File: config.mk
export PLATFORM = sky130hd
export DESIGN_NAME = seg_scan_driver
export DESIGN_NICKNAME = d
export VERILOG_FILES = /design/src/rtl/seg_pkg.sv /design/src/rtl/hex_to_seg7.sv /design/src/rtl/seg_scan_driver.sv
export SDC_FILE = /design/constraint.sdc
export NUM_CORES = 1
export LEC_CHECK = 0
export CORE_ASPECT_RATIO = 1.75
export CORE_MARGIN = 8
export CORE_UTILIZATION = 40
export CTS_CLUSTER_DIAMETER = 100
export DETAILED_ROUTE_END_ITERATION = 16
export MAX_ROUTING_LAYER = met4
export PLACE_DENSITY = 0.65
export SYNTH_ARGS = -nofsm -noshare
export SYNTH_HDL_FRONTEND = slang
export SYNTH_SLANG_ARGS = --single-unit
File: constraint.sdc
create_clock -name clk -period 2.8 [get_ports clk]
set_input_delay 0.56 -clock clk [delete_from_list [all_inputs] [get_ports clk]]
set_output_delay 0.56 -clock clk [all_outputs]
set_load 0.05 [all_outputs]
File: src/rtl/seg_pkg.sv
// Shared constants and helpers for the multiplexed 7-segment display driver.
package seg_pkg;

    localparam int unsigned MAX_DIGITS = 8;
    localparam logic [6:0]  SEG_OFF    = 7'h7F;

    // Active-high glyphs, bit order gfedcba, indexed by nibble value.
    localparam logic [6:0] GLYPH [16] = '{
        7'h3F, 7'h06, 7'h5B, 7'h4F, 7'h66, 7'h6D, 7'h7D, 7'h07,
        7'h7F, 7'h67, 7'h77, 7'h7C, 7'h39, 7'h5E, 7'h79, 7'h71
    };

    function automatic logic [MAX_DIGITS-1:0] an_onehot_n(input logic [2:0] idx);
        return ~(MAX_DIGITS'(1) << idx);
    endfunction

endpackage

File: src/rtl/hex_to_seg7.sv
// Combinational nibble to active-low 7-segment decoder.
module hex_to_seg7
    import seg_pkg::*;
(
    input  logic [3:0] nib_i,
    output logic [6:0] seg_c_o
);

    assign seg_c_o = ~GLYPH[nib_i];

endmodule

File: src/rtl/seg_scan_driver.sv
// Time-multiplexed N-digit common-anode 7-segment driver with leading-zero
// blanking and a per-slot anode guard window.
module seg_scan_driver
    import seg_pkg::*;
#(
    parameter int unsigned N_DIGITS = 4,
    parameter int unsigned CLK_DIV  = 50000,
    parameter int unsigned GUARD    = 1
) (
    input  logic                          clk,
    input  logic                          rst,
    input  logic [4*N_DIGITS-1:0]         digits,
    input  logic [N_DIGITS-1:0]           dp_in,
    input  logic                          lz_en,
    input  logic                          en,
    output logic [6:0]                    seg,
    output logic                          dp,
    output logic [N_DIGITS-1:0]           an,
    output logic [$clog2(N_DIGITS)-1:0]   scan_idx
);

    localparam int unsigned IDX_W = $clog2(N_DIGITS);
    localparam int unsigned CNT_W = $clog2(CLK_DIV);

    logic [CNT_W-1:0]    div_cnt_q, div_cnt_d;
    logic [IDX_W-1:0]    scan_idx_q, scan_idx_d;
    logic [N_DIGITS-1:0] an_q, an_d;
    logic [6:0]          seg_q, seg_d;
    logic                dp_q, dp_d;

    logic [3:0] nib_c;
    logic [6:0] glyph_n_c;
    logic       blank_c;
    logic       dp_sel_c;
    logic       zero_above_c;
    logic       in_guard_c;
    logic       tick_c;

    assign tick_c = (div_cnt_q == CNT_W'(CLK_DIV - 1));

    generate
        if (GUARD == 0) begin : g_no_guard
            assign in_guard_c = 1'b0;
        end else begin : g_guard
            assign in_guard_c = (32'(div_cnt_q) < 32'(GUARD));
        end
    endgenerate

    // Select the scanned nibble; a digit blanks if it and everything above it is zero.
    always_comb begin
        nib_c        = 4'h0;
        dp_sel_c     = 1'b0;
        blank_c      = 1'b0;
        zero_above_c = 1'b1;
        for (int i = N_DIGITS - 1; i >= 0; i--) begin
            zero_above_c = zero_above_c & (digits[4*i +: 4] == 4'h0);
            if (IDX_W'(i) == scan_idx_q) begin
                nib_c    = digits[4*i +: 4];
                dp_sel_c = dp_in[i];
                blank_c  = lz_en && (i != 0) && zero_above_c;
            end
        end
    end

    hex_to_seg7 u_dec (
        .nib_i   (nib_c),
        .seg_c_o (glyph_n_c)
    );

    always_comb begin
        div_cnt_d  = div_cnt_q;
        scan_idx_d = scan_idx_q;
        if (en) begin
            if (tick_c) begin
                div_cnt_d  = '0;
                scan_idx_d = (scan_idx_q == IDX_W'(N_DIGITS - 1)) ? '0
                                                                   : scan_idx_q + IDX_W'(1);
            end else begin
                div_cnt_d = div_cnt_q + CNT_W'(1);
            end
        end
    end

    always_comb begin
        an_d  = '1;
        seg_d = SEG_OFF;
        dp_d  = 1'b1;
        if (en) begin
            an_d  = in_guard_c ? '1 : N_DIGITS'(an_onehot_n(3'(scan_idx_q)));
            seg_d = blank_c ? SEG_OFF : glyph_n_c;
            dp_d  = ~dp_sel_c;
        end
    end

    always_ff @(posedge clk or posedge rst) begin
        if (rst) begin
            div_cnt_q  <= '0;
            scan_idx_q <= '0;
            an_q       <= '1;
            seg_q      <= SEG_OFF;
            dp_q       <= 1'b1;
        end else begin
            div_cnt_q  <= div_cnt_d;
            scan_idx_q <= scan_idx_d;
            an_q       <= an_d;
            seg_q      <= seg_d;
            dp_q       <= dp_d;
        end
    end

    assign seg      = seg_q;
    assign dp       = dp_q;
    assign an       = an_q;
    assign scan_idx = scan_idx_q;

endmodule

==> results_dict.tcl <==
set metrics [dict create \
    outcome "finished, final reports clean" \
    drtAntennaViolNets 0 \
    hold_viol 0 \
    min_path_type "register to register" \
    synth.avg_cell_area_um2 10.12 \
    synth_common_cells "20 x nand2_1, 18 x dfrtp_1, 14 x nor2_1" \
    final-seq-area_um2 768.2 \
    synth_most_common_cell "nand2_1" \
    io_buffers 37 \
    timing.final.crit_share 0.9209 \
    cp_max_fo 5 \
    ios 38 \
    synth_edf_count 0 \
    skew_ns 0.003427 \
    ys.flop_type "dfrtp_1" \
    design_power_total_mw 1.275 \
    routed_via_density 5.285 \
    yosysWarningCount 0 \
    ys_async_sr_fraction 1.000 \
    clkTransAtPathRegs_ns 0.06 \
    yosys.area.top_type "dfrtp_1" \
    numCtsBuffers 5 \
    grt_pass1_vias 1567 \
    diodes 0 \
    clock-sinks 30 \
    rsz0062_at_grt "false" \
    vias 1485 \
    antenna_found_initial 0 \
    ff2ff_setup_slack_ns 0.22 \
    path_class "register to register" \
    yosys-top-cells-area "dfrtp_1 25%, dfstp_2 17%, ha_1 8.2%, xnor2_1 5.3%, nand2_1 4.1%" \
    p_leak_nw 1.034 \
    cap_violations 0 \
    initial_core_util 0.4136 \
    drtIter0Drc 32 \
    drt-total-wl_um 4325 \
    grt_pass1_wl_um 7424 \
    chipHeight_um 105.3 \
    cts_root_buffer "clkbuf_8" \
    drive_gt1_frac 0.1826 \
    ys_seq_elements 30 \
    syn_inst 180 \
    cts_buffer_depth 2 \
    core_area_um2 4404 \
    synth_top_area_frac 0.2473 \
    wl_per_cell_um 15.39 \
    nFillCells 430 \
    syn-cell-area_um2 1822 \
    start_kind "register" \
    hold_buffers 0 \
    tns_ns 0 \
    drc 0 \
    finalCriticalPeriod_ns 2.579 \
    dp_hpwl_um 3422 \
    die_area_um2 7055 \
    clk_latency_ns 0.28 \
    synth_cell_type_count 46 \
    fin_nets 265 \
    slew_viol_final 0 \
    relSlewSlack 0.6512 \
    area_delta_synth_final_pct 30.70 \
    cp.arrival_ns 2.78 \
    cts_setup_buffers 0 \
    die_width_um 67.02 \
    std_cell_rows 32 \
    htreeDepth 2 \
    globalplace.congestion 0.8402 \
    grt_max_degree 31 \
    grt_overflow 0 \
    synth_nets 216 \
    pwr_density_cell_nw_per_um2 535.6 \
    cts-resized-gates 0 \
    ir_drop_mv 0.2844 \
    dr.pass1.iters 4 \
    final-setup-viol-count 0 \
    seq_area_frac_synth 0.4203 \
    worst_pin_slew_ns 0.5216 \
    cts_tree "done" \
    clock.fmax_ghz 0.3878 \
    cp.required_ns 3.00 \
    end_kind "register" \
    grt_usage 0.1377 \
    multiInputGateArea_um2 952.2 \
]
==> critical path, stage by stage (launching register included) <==
cell and delay (ns):
dfrtp_2 0.39, inv_1 0.09, ha_1 0.26, nor2b_1 0.22, a221oi_1 0.13, o31ai_2 0.36, inv_1 0.11, ha_1 0.39
mux2_2 0.35, nor2_1 0.11, o31ai_2 0.08
==> per-stage QoR <==
stage          utilization  worst slack [ns]  hold slack [ns]  std cells  area, µm²
2_1_floorplan            -           0.06892           0.4602        180       1824
3_3_place_gp        0.5199            0.1357           0.4799        273       2290
3_5_place_dp        0.5199           0.09908           0.4906        273       2290
4_1_cts             0.5406            0.1774           0.5010        281       2381
5_1_grt             0.5406          0.007712           0.5261        281       2381
6_report            0.5406            0.2214           0.5014        281       2381
==> final timing paths <==
path	startpoint	to	cells after the start
max	scan_idx[0]	seg[3]	10
min	div_cnt_q[7]	div_cnt_q[7]	1
max reg2reg	scan_idx[0]	seg[3]	10
min reg2reg	div_cnt_q[7]	div_cnt_q[7]	1
max in group asynchronous	rst	an[0]	3
min in group asynchronous	rst	scan_idx[0]	3
==> cell families after synthesis <==
group	share of synthesized area
simple gates	0.2054
flops	0.4203
compound gates	0.1113
buf+inv	0.05700
xor+xnor	0.07211
fa+ha+maj	0.08242
mux	0.05151
==> flip-flops by register name, indices dropped and copies added, names as in the netlist <==
| name | cells |
|---|---|
| scan_idx | 2 |
| dp | 1 |
| an | 4 |
| seg | 7 |
| div_cnt_q | 16 |
==> area by class of cell <==
cell class	instances	share of cell area
Clock buffer	7	0.03626
Clock inverter	1	0.002102
Inverter	12	0.01892
Multi-Input combinational cell	131	0.3999
Sequential cell	30	0.3226
Tap cell	51	0.02680
Timing Repair Buffer	49	0.1934
==> cell usage in the layout (no fill, tap or decap), drive strengths merged, types with 3 or more instances in the layout <==
cell type / Yosys / layout
o21ai: 3 / 3
nand4: 3 / 3
dfstp: 12 / 12
nor4: 4 / 4
nand2: 20 / 20
buf: 7 / 12
a211oi: 4 / 4
xnor2: 11 / 11
nor3: 5 / 5
nor2: 14 / 14
dfrtp: 18 / 18
clkbuf: 0 / 7
inv: 12 / 12
mux2i: 6 / 6
o31ai: 3 / 3
xor2: 4 / 4
clkdlybuf4s50: 0 / 37
nor2b: 5 / 5
ha: 12 / 12
nand3: 8 / 8
mux2: 3 / 3
==> report_power, final <==
group	internal [mW]	switching, mW
Clock	0.198	0.162
Sequential	0.511	0.0794
Combinational	0.153	0.173
==> per-layer routing <==
layer / global-route usage / wire length [µm] / up-vias
met5: - / 0 / -
met4: 0.06165 / 80 / 0
met3: 0.01909 / 106 / 6
met2: 0.2433 / 2471 / 31
met1: 0.1432 / 1667 / 727
li1: - / - / 721
Note: power is estimated with default switching activity, not from simulation.
